--- src/rtl/veda_pkg.sv ---
// Shared types and default sizing for the veda memory controller.
package veda_pkg;
  localparam int VEDA_DW     = 32;
  localparam int VEDA_AW     = 5;
  localparam int VEDA_RD_LAT = 2;
  localparam int VEDA_CNT_W  = 3;

  typedef enum logic [2:0] {
    IDLE,
    CLR,
    WR,
    RD_WAIT,
    RSP,
    VERIFY
  } state_t;
endpackage

--- src/rtl/veda_lat_cnt.sv ---
// Load-and-count-down timer; done is high whenever the count has reached zero.
module veda_lat_cnt #(
  parameter int W = 3
) (
  input  logic         clk,
  input  logic         reset,
  input  logic         load,
  input  logic [W-1:0] load_val,
  output logic         done
);
  logic [W-1:0] cnt;

  always_ff @(posedge clk) begin
    if (!reset) begin
      cnt <= '0;
    end else if (load) begin
      cnt <= load_val;
    end else if (cnt != '0) begin
      cnt <= cnt - 1'b1;
    end
  end

  assign done = (cnt == '0);
endmodule

--- src/rtl/veda_ctrl.sv ---
// Single-word read/write controller for the veda register file; all outputs registered.
// Optional write-verify read-back is enabled by defining VEDA_CTRL_WRVERIFY_EN.
module veda_ctrl
  import veda_pkg::*;
#(
  parameter int DW     = VEDA_DW,
  parameter int AW     = VEDA_AW,
  parameter int RD_LAT = VEDA_RD_LAT
) (
  input  logic          clk,
  input  logic          reset,
  input  logic          req_valid,
  output logic          req_ready,
  input  logic          req_write,
  input  logic [AW-1:0] req_addr,
  input  logic [DW-1:0] req_wdata,
  input  logic          clr_req,
  output logic          rsp_valid,
  input  logic          rsp_ready,
  output logic [DW-1:0] rsp_rdata,
  output logic          rsp_err,
  output logic          mem_rst,
  output logic          mem_we,
  output logic          mem_mode,
  output logic [AW-1:0] mem_addr,
  output logic [DW-1:0] mem_wdata,
  input  logic [DW-1:0] mem_rdata
);
  localparam logic [VEDA_CNT_W-1:0] RD_LOAD = VEDA_CNT_W'(RD_LAT);

  state_t state, state_nxt;
  logic   accept;
  logic   cnt_load, cnt_done;
  logic   [VEDA_CNT_W-1:0] cnt_val;
  logic   req_ready_d, rsp_valid_d, mem_rst_d, mem_we_d, mem_mode_d;

  // req_ready is registered and cannot drop in the cycle clr_req shows up,
  // so the clear wins by gating acceptance here.
  assign accept = (state == IDLE) && req_ready && req_valid && !clr_req;

`ifdef VEDA_CTRL_WRVERIFY_EN
  localparam logic [VEDA_CNT_W-1:0] VF_LOAD = VEDA_CNT_W'(RD_LAT - 1);
  assign cnt_load = (accept && !req_write) || (state == WR);
  assign cnt_val  = (state == WR) ? VF_LOAD : RD_LOAD;
`else
  assign cnt_load = accept && !req_write;
  assign cnt_val  = RD_LOAD;
`endif

  veda_lat_cnt #(.W(VEDA_CNT_W)) u_lat_cnt (
    .clk      (clk),
    .reset    (reset),
    .load     (cnt_load),
    .load_val (cnt_val),
    .done     (cnt_done)
  );

  always_ff @(posedge clk) begin
    if (!reset) state <= IDLE;
    else        state <= state_nxt;
  end

  always_comb begin
    state_nxt = state;
    case (state)
      IDLE: begin
        if (clr_req)     state_nxt = CLR;
        else if (accept) state_nxt = req_write ? WR : RD_WAIT;
      end
      CLR:     state_nxt = IDLE;
`ifdef VEDA_CTRL_WRVERIFY_EN
      WR:      state_nxt = VERIFY;
      VERIFY:  if (cnt_done) state_nxt = IDLE;
`else
      WR:      state_nxt = IDLE;
`endif
      RD_WAIT: if (cnt_done) state_nxt = RSP;
      RSP:     if (rsp_valid && rsp_ready) state_nxt = IDLE;
      default: state_nxt = IDLE;
    endcase
  end

  // Control outputs are decoded from the next state, then registered below.
  always_comb begin
    req_ready_d = (state_nxt == IDLE);
    rsp_valid_d = (state_nxt == RSP);
    mem_rst_d   = (state_nxt == CLR);
    mem_we_d    = (state_nxt == WR);
    mem_mode_d  = (state_nxt == WR);
  end

  always_ff @(posedge clk) begin
    if (!reset) begin
      req_ready <= 1'b0;
      rsp_valid <= 1'b0;
      mem_rst   <= 1'b0;
      mem_we    <= 1'b0;
      mem_mode  <= 1'b0;
      mem_addr  <= '0;
      mem_wdata <= '0;
      rsp_rdata <= '0;
    end else begin
      req_ready <= req_ready_d;
      rsp_valid <= rsp_valid_d;
      mem_rst   <= mem_rst_d;
      mem_we    <= mem_we_d;
      mem_mode  <= mem_mode_d;
      if (accept) begin
        mem_addr <= req_addr;
        if (req_write) mem_wdata <= req_wdata;
      end
      if (state == RD_WAIT && cnt_done) rsp_rdata <= mem_rdata;
    end
  end

`ifdef VEDA_CTRL_WRVERIFY_EN
  // mem_wdata still holds the word just written, so it is the verify reference.
  always_ff @(posedge clk) begin
    if (!reset) begin
      rsp_err <= 1'b0;
    end else if (state_nxt == CLR) begin
      rsp_err <= 1'b0;
    end else if (state == VERIFY && cnt_done && mem_rdata != mem_wdata) begin
      rsp_err <= 1'b1;
    end
  end
`else
  assign rsp_err = 1'b0;
`endif
endmodule
--- config.mk ---
export PLATFORM = sky130hd
export DESIGN_NAME = veda_ctrl
export DESIGN_NICKNAME = d
export VERILOG_FILES = /design/src/rtl/veda_pkg.sv /design/src/rtl/veda_lat_cnt.sv /design/src/rtl/veda_ctrl.sv
export SDC_FILE = /design/constraint.sdc
export NUM_CORES = 1
export LEC_CHECK = 0
export ABC_CLOCK_PERIOD_IN_PS = 3050
export CORE_MARGIN = 3
export CORE_UTILIZATION = 44
export DETAILED_ROUTE_END_ITERATION = 10
export MAX_ROUTING_LAYER = met4
export PLACE_DENSITY = 0.86
export SYNTH_ARGS = -nofsm -noshare
export SYNTH_HDL_FRONTEND = slang
export SYNTH_SLANG_ARGS = --single-unit
--- constraint.sdc ---
create_clock -name clk -period 3.05 [get_ports clk]
set_input_delay 0.61 -clock clk [delete_from_list [all_inputs] [get_ports clk]]
set_output_delay 0.61 -clock clk [all_outputs]
set_load 0.02 [all_outputs]
After elaboration in Yosys (flattened, before gate mapping). Index checks and enable logic that the tools add are counted.

Word-level logic and storage cells: 40. Flip-flop bits (word level): 79.

Reduce and logical (&&, ||, !) cells: 15. Bitwise logic cells: 1. Equal/unequal tests: 5. $add $sub $neg: 1. Mux-type cells: 8.

Operators with widths (number): $mux W3 (4); $logic_not A3 Y1 (3); $pmux W3 S3 (1); $eq A3 B2 Y1 const B (2); $eq A3 B3 Y1 const B (2); $logic_and A1 B1 Y1 (6); $mux W2 (2); $eq A3 B1 Y1 const B (1); $reduce_bool A3 Y1 (1); $sub A3 B1 Y3 const B (1); $logic_not A1 Y1 (2); $reduce_and A2 Y1 (1); $reduce_bool A2 Y1 (1); $reduce_or A2 Y1 (1); $mux W1 (1); $not A1 Y1 (1).

Logic depth before layout (Yosys ltp). Gate-level depths: netlist (run 1).

Depth in word-level cells: 8. Gate-level depth with buffers: 6.

Cells and area by module. A second synthesis (run 1) with hierarchy kept.

Cell total of the unflattened synthesis: 353. Area total of the unflattened synthesis: 3194.3 µm².

Modules (own cells, without submodules): veda_ctrl (cells each 331, times used 1, area each 2989.1 µm², seq. area each 1521.5 µm²); veda_lat_cnt (cells each 22, times used 1, area each 205.2 µm², seq. area each 60.1 µm²).

Worst setup path before layout (run 1). OpenSTA, ideal clock, no wires.

Kind: input-to-reg. Start point: input clr_req. End point: register mem_wdata[10]. Buffers on the path: 3. Slack: 1.350 ns. Arrival time: 1.628 ns. Cell stages on the path: 6. Path through: and3b_1 > clkbuf_1 > and3_1 > buf_4 > buf_6 > mux2i_1.

Word-level cells in the longest chain between the ends: 3.

RTL lines: from (decl) (RTL line veda_ctrl.sv:17) `input logic clr_req,`; $logic_not A1 Y1 (RTL line veda_ctrl.sv:39) `assign accept = (state == IDLE) && req_ready && req_valid && !clr_req;`; $logic_and A1 B1 Y1 (RTL line veda_ctrl.sv:39); $reduce_and A2 Y1 (no line); to (signal assigned) (RTL line veda_ctrl.sv:110) `if (req_write) mem_wdata <= req_wdata;`; to (decl) (RTL line veda_ctrl.sv:26) `output logic [DW-1:0] mem_wdata,`.

No other way between the ends. A chain may end at the register's enable or synchronous reset.

Worst setup path in the final report (run 1).
Start point: register req_ready. End point: output req_ready.

RTL lines: from (decl) (RTL line veda_ctrl.sv:13) `output logic req_ready,`; from (signal assigned) (RTL line veda_ctrl.sv:103) `req_ready <= req_ready_d;`.

No word-level cell between the ends.

==> out/summary.log, run 1 <==
qor: run.reported_max_cap_violation_count 0
qor: yosys.synth_cell_type_count 31
qor: critical_path.timing.critical_path.cells clkdlybuf4s50_1
qor: timing.timing.final.hold_violations 0
qor: routing.post_detailed_route_drc_marker_count 0
qor: routing.routed_wire_length_per_instance 14.2 µm
qor: yosys.synth.yosys.warnings 0
qor: timing.finalSetupViolations 0
qor: yosys.seq_area_frac_synth 0.495
qor: yosys.compound_cell_area_share_of_the_yosys_netlist 0.166
qor: die.die_w 91.2 µm
qor: power_and_ir_drop.cellPowerDensity 425 nW/µm²
qor: global_route.grt_first_pass_wirelength 13500 µm
qor: global_route.vias_in_the_first_global_route 2868
qor: yosys.synth_area_leaders sky130_fd_sc_hd__dfxtp_1, sky130_fd_sc_hd__mux2i_1, sky130_fd_sc_hd__a21boi_0
qor: yosys.synth_largest_area_cell sky130_fd_sc_hd__dfxtp_1
qor: timing.timing.clock.skew 0.0106 ns
qor: global_route.gr-total-overflow 0
qor: yosys.synth.net_count 427
qor: yosys.postSynthCellCount 352
qor: global_route.initial_antenna_violation_count 0
qor: timing.finalCriticalPeriod 1.93 ns
qor: yosys.synth.avg_cell_area 9.07 µm²
qor: clock_network.clk_transition_reported_paths 0.08 ns
qor: timing.fmax 519 MHz
qor: yosys.post_synthesis_share_of_cell_area_spent_on_and_or_nand_and_nor_gates 0.184
qor: routing.drt-total-wl 8270 µm
qor: global_route.grtUsageTotal 0.202
qor: finish.fin_nets 559
qor: timing.timing.max_slew.rel_slack 0.355
qor: timing.timing_worst_slew_pin_value 0.967 ns
qor: yosys.synthXorXnorAreaFrac 0
qor: critical_path.crit_slowest_cell sky130_fd_sc_hd__clkdlybuf4s50_1
qor: timing.finalMaxSlewViolations 0
qor: timing.hold-worst-slack 0.460 ns
qor: finish.flow.area_growth_from_synthesis 53.8%
qor: yosys.synth_adder_area_share 0
qor: yosys.combinational_family_with_the_most_area_after_synthesis simple AND/OR/NAND/NOR gates
qor: finish.finish.utilization 0.711
qor: yosys.synthMuxAreaShare 0.100
qor: routing.vias_post_dr 2932
qor: finish.final_common_cell sky130_fd_sc_hd__clkdlybuf4s50_1
qor: clock_network.cts_buffers 9
qor: yosys.synth-seq-cells 79
qor: yosys.synth.cell_area 3190 µm²
qor: critical_path.timing.critical_path.required 2.44 ns
qor: die.die_h 91.2 µm
qor: yosys.synth_top_cell_area_share 0.495
qor: finish.drive_gt1_frac 0.0553
qor: die.fp.dieArea 8310 µm²
qor: placement.dp.final_hpwl 5960 µm
qor: power_and_ir_drop.leakage 1.68 nW
qor: routing.drt.antenna.violating_nets 0
qor: yosys.synth_edf_count 0
qor: critical_path.critical_path.n_buffers_inverters 1
qor: routing.routed_via_density 5.02
qor: critical_path.path_delay_family buffers and inverters
qor: routing.first_pass_iters 4
qor: clock_network.cts_post_setup_buffers_inserted 0
qor: routing.number_of_design_rule_violations_left_by_the_first_detailed_router_iteration 139
qor: finish.layout.cells.most_common_list sky130_fd_sc_hd__clkdlybuf4s50_1, sky130_fd_sc_hd__dfxtp_1, sky130_fd_sc_hd__nand2_1
qor: yosys.synth_flop_cell sky130_fd_sc_hd__dfxtp_1
qor: timing.timing.final.crit_share 0.631
qor: clock_network.clk_latency 0.33 ns
qor: outcome.outcome complete, no violations
qor: global_route.grt_start_max_net_pins 51
qor: clock_network.cts.sink_count 79
qor: critical_path.cp_data_arrival_time 1.32 ns
qor: critical_path.timing.critical_path.slowest_cell_delay 0.62 ns
qor: clock_network.clockRootBuffer sky130_fd_sc_hd__clkbuf_8
qor: power_and_ir_drop.irDropWorstVdd 282 µV
qor: worst_hold_path.hold_path.class reg2reg
qor: timing.setup-tns-final 0 ns
qor: critical_path.critPathLaunchType flop
qor: critical_path.timing.setup.critical_path_class reg2out
qor: finish.antenna_cells 0
qor: die.initial_core_util 0.462
qor: clock_network.cts-htree-levels 3
qor: die.num_rows 30
qor: yosys.synth_async_reset_ratio 0
qor: placement.place.port_buffers 148
qor: clock_network.hold_buffers 0
qor: clock_network.max-clock-path-buffers 2
qor: clock_network.post_cts_resized 0
qor: die.core 6910 µm²
qor: clock_network.tritoncts yes
qor: timing.rsz0062_at_grt false
qor: critical_path.crit_fanout 3
qor: placement.place.gp.congestion 0.765
qor: critical_path.end_kind output pin
qor: die.top_level_ports 150
-- cell families after synthesis --
group | after synthesis
AND/OR/NAND/NOR | 123
AO/OA/AOI/OAI | 83
flip-flops | 79
buffers and inverters | 34
multiplexers | 32
other | 1
-- state kept, by name (all words and copies together) (netlist names) --
register       count
mem_rst            1
mem_mode           1
rsp_valid          1
u_lat_cnt.cnt      3
rsp_rdata         32
req_ready          1
mem_wdata         32
state              3
mem_addr           5
-- synthesized netlist by cell type (2+ instances only) --
cell / n
sky130_fd_sc_hd__a21boi_1: 2
sky130_fd_sc_hd__a21boi_0: 36
sky130_fd_sc_hd__buf_4: 3
sky130_fd_sc_hd__nor2_1: 2
sky130_fd_sc_hd__mux2i_1: 32
sky130_fd_sc_hd__nand2_1: 68
sky130_fd_sc_hd__o21a_1: 4
sky130_fd_sc_hd__o21ai_0: 39
sky130_fd_sc_hd__nand3b_1: 2
sky130_fd_sc_hd__dfxtp_1: 79
sky130_fd_sc_hd__buf_6: 3
sky130_fd_sc_hd__and3b_1: 2
sky130_fd_sc_hd__nand3_1: 37
sky130_fd_sc_hd__or3_1: 2
sky130_fd_sc_hd__clkbuf_1: 19
sky130_fd_sc_hd__buf_2: 7
-- where the power goes --
group          internal (W)  switching [W]
registers           0.00104     0.00000837
clock network      0.000477       0.000340
logic              0.000132      0.0000837
total               0.00165       0.000433
-- worst paths after layout --
path	from	endpoint	slack [ns]	cells after the start
hold / removal	mem_wdata[14]	mem_wdata[14]	0.46	2
hold reg to reg	mem_wdata[14]	mem_wdata[14]	0.46	2
setup reg to reg	u_lat_cnt.cnt[1]	req_ready	1.17	3
setup / recovery	req_ready	req_ready	1.12	1
-- tightest hold or removal path: cells and delay by family (launching register included) --
family,cells,cell delay [ns]
mux,1,0.05
simple gates,1,0.05
flops,1,0.31
-- through the flow --
stage / instance area [µm²] / cells / total power, W / setup slack, ns
finish: 4910 / 584 / 0.00209 / 1.12
global route: 4910 / 584 / 0.00216 / 1.04
CTS: 4910 / 584 / 0.00211 / 1.11
detailed placement: 4700 / 569 / 0.00129 / 0.847
global placement: 4700 / 569 / 0.00129 / 0.931
floorplan: 3190 / 352 / 0.00116 / 1.35
-- layout make-up --
type                            count  area, µm²
Tap cell                           96        120
Timing Repair Buffer              154       1550
Inverter                            1       3.75
Clock inverter                      4       70.1
Fill cell                         567       2000
Clock buffer                       11        141
Multi-Input combinational cell    239       1450
Sequential cell                    79       1580
-- layer usage --
layer	GRT usage	up-vias	wire length [µm]
li1	-	1465	-
met2	0.348	104	4200
met4	0.0641	0	97
met5	-	-	0
met1	0.238	1353	3510
met3	0.0389	10	461
Power figures use the tool's default switching activity.
==> run 2: changes to the inputs <==
--- a/config.mk
+++ b/config.mk
@@ -5,12 +5,12 @@
 export SDC_FILE = /design/constraint.sdc
 export NUM_CORES = 1
 export LEC_CHECK = 0
-export ABC_CLOCK_PERIOD_IN_PS = 3050
+export ABC_CLOCK_PERIOD_IN_PS = 1900
 export CORE_MARGIN = 3
-export CORE_UTILIZATION = 44
+export CORE_UTILIZATION = 41
 export DETAILED_ROUTE_END_ITERATION = 10
 export MAX_ROUTING_LAYER = met4
-export PLACE_DENSITY = 0.86
+export PLACE_DENSITY = 0.81
 export SYNTH_ARGS = -nofsm -noshare
 export SYNTH_HDL_FRONTEND = slang
 export SYNTH_SLANG_ARGS = --single-unit
==> constraint.sdc (replaced) <==
create_clock -name clk -period 1.9 [get_ports clk]
set_input_delay 0.38 -clock clk [delete_from_list [all_inputs] [get_ports clk]]
set_output_delay 0.38 -clock clk [all_outputs]
set_load 0.02 [all_outputs]
==> run 2 against run 1 <==
  * Via count up 0.99%
  * Cell count up 1.2%
  * Sequential share of layout area down 0.49 points
  * Critical path depth unchanged
  * Sequential cell count unchanged
  * Power up 68%
  * Die area up 6.8%
  * Critical path type unchanged
  * Largest power group unchanged
==> out/summary.log, run 2 (same netlist as run 1, synthesis figures left out) <==
qor: timing.fmax 586 MHz
qor: routing.routed_via_density 5.01
qor: critical_path.path_delay_family buffers and inverters
qor: critical_path.critical_path.n_buffers_inverters 1
qor: finish.largest_registers mem_wdata x32, rsp_rdata x32, mem_addr x5
qor: global_route.initial_antenna_violation_count 0
qor: routing.number_of_design_rule_violations_left_by_the_first_detailed_router_iteration 88
qor: critical_path.crit_fanout 2
qor: finish.layout.cells.most_common_list sky130_fd_sc_hd__clkdlybuf4s50_1, sky130_fd_sc_hd__dfxtp_1, sky130_fd_sc_hd__nand2_1
qor: critical_path.r2r.worst_path.cells 4
qor: power_and_ir_drop.cellPowerDensity 702 nW/µm²
qor: die.die_w 94.3 µm
qor: clock_network.max-clock-path-buffers 2
qor: global_route.gr-total-overflow 0
qor: power_and_ir_drop.clock_power_share 0.416
qor: timing.finalCriticalPeriod 1.71 ns
qor: global_route.vias_in_the_first_global_route 2957
qor: worst_hold_path.timing.hold.worst_endpoint mem_wdata[0]
qor: global_route.grtUsageTotal 0.195
qor: die.initial_core_util 0.431
qor: die.fp.dieArea 8880 µm²
qor: routing.vias_post_dr 2961
qor: finish.fin_nets 564
qor: finish.final_common_cell sky130_fd_sc_hd__clkdlybuf4s50_1
qor: critical_path.timing.rr.end rsp_rdata[7]
qor: clock_network.hold_buffers 0
qor: global_route.grt_first_pass_wirelength 13500 µm
qor: clock_network.clk_transition_reported_paths 0.08 ns
qor: timing.finalMaxSlewViolations 0
qor: finish.drive_gt1_frac 0.0650
qor: critical_path.timing.rr.start u_lat_cnt.cnt[1]
qor: run.reported_max_cap_violation_count 0
qor: clock_network.clk_latency 0.34 ns
qor: clock_network.cts_buffers 9
qor: timing.rsz0062_at_grt false
qor: outcome.outcome complete, no violations
qor: worst_hold_path.whs_path_depth 2
qor: timing.timing.clock.skew 0.00854 ns
qor: routing.routed_wire_length_per_instance 14.2 µm
qor: timing.finalSetupViolations 0
qor: clock_network.cts.sink_count 79
qor: power_and_ir_drop.sw_frac_of_total 0.204
qor: die.die_h 94.3 µm
qor: placement.post_place_instance_area 4750 µm²
qor: critical_path.setup.reg_to_reg.worst_slack 0.47 ns
qor: die.top_level_ports 150
qor: timing.timing.final.hold_violations 0
qor: placement.place.gp.congestion 0.771
qor: routing.drt.antenna.violating_nets 0
qor: clock_network.tritoncts yes
qor: die.core 7410 µm²
qor: clock_network.cts_post_setup_buffers_inserted 0
qor: critical_path.end_kind output pin
qor: critical_path.critPathLaunchType flop
qor: critical_path.timing.critical_path.slowest_cell_delay 0.63 ns
qor: power_and_ir_drop.power.combinational.fraction 0.101
qor: power_and_ir_drop.power.internal 0.00279 W
qor: routing.first_pass_iters 4
qor: finish.filler_cell_count 603
qor: worst_hold_path.min_from mem_wdata[0]
qor: power_and_ir_drop.leakage 1.72 nW
qor: critical_path.timing.critical_path.required 1.52 ns
qor: critical_path.cp.depth 1
qor: global_route.grt_start_max_net_pins 48
qor: clock_network.cts-htree-levels 3
qor: clock_network.post_cts_resized 0
qor: timing.setup-tns-final 0 ns
qor: routing.drt-total-wl 8370 µm
qor: power_and_ir_drop.seqPwrFrac 0.482
qor: die.num_rows 31
qor: critical_path.timing.critical_path.cells clkdlybuf4s50_1
qor: finish.antenna_cells 0
qor: placement.dp.final_hpwl 5880 µm
qor: placement.place.port_buffers 148
qor: timing.timing.final.crit_share 0.898
qor: clock_network.clockRootBuffer sky130_fd_sc_hd__clkbuf_8
qor: worst_hold_path.hold_path.class reg2reg
qor: finish.flow.area_growth_from_synthesis 56.1%
qor: power_and_ir_drop.irDropWorstVdd 308 µV
qor: finish.final_design_area_no_fill 4980 µm²
qor: critical_path.cp_data_arrival_time 1.33 ns
qor: power_and_ir_drop.power_switching 0.000714 W
qor: critical_path.crit_slowest_cell sky130_fd_sc_hd__clkdlybuf4s50_1
qor: critical_path.timing.setup.critical_path_class reg2out
qor: routing.post_detailed_route_drc_marker_count 0
run 2: worst max-delay path by stage:
| stage | startpoint | end | slack [ns] |
|---|---|---|---|
| 2_1_floorplan | req_ready | mem_wdata[10] | 0.38 |
| 6_report | mem_mode | mem_mode | 0.19 |
| 3_3_place_gp | clr_req | mem_wdata[4] | 0.09 |
| 5_1_grt | mem_wdata[30] | mem_wdata[30] | 0.15 |
| 3_5_place_dp | clr_req | mem_wdata[2] | 0.005 |
| 4_1_cts | mem_mode | mem_mode | 0.18 |
run 2: layout make-up:
type / count / area (µm²) / share of cell area
Clock buffer: 10 / 138 / 0.0276
Timing Repair Buffer: 159 / 1600 / 0.320
Tap cell: 99 / 124 / 0.0248
Multi-Input combinational cell: 239 / 1450 / 0.290
Clock inverter: 4 / 95.1 / 0.0191
Sequential cell: 79 / 1580 / 0.317
Inverter: 1 / 3.75 / 0.000753
run 2: power groups by stage:
stage          combinational (W)  sequential [W]  clock, W
2_1_floorplan           0.000111         0.00175         0
3_3_place_gp            0.000352         0.00173         0
3_5_place_dp            0.000355         0.00173         0
4_1_cts                 0.000357         0.00169   0.00150
5_1_grt                 0.000379         0.00169   0.00157
6_report                0.000354         0.00169   0.00146
run 2: metal layers:
metal  wire length [µm]  GRT usage  vias to the layer above
met5                  0          -                        -
met3                821     0.0729                        7
met4                 87     0.0566                        0
met1               3480      0.226                     1366
li1                   -          -                     1478
met2               3980      0.317                      110
run 2: per-stage QoR:
stage	util	hold WS (ns)	total power [W]	worst slack, ns	cells
floorplan	-	0.466	0.00186	0.382	352
global placement	0.641	0.441	0.00208	0.0919	577
detailed placement	0.641	0.447	0.00208	0.00545	577
CTS	0.673	0.459	0.00354	0.181	591
global route	0.673	0.483	0.00364	0.151	591
finish	0.673	0.457	0.00350	0.194	591
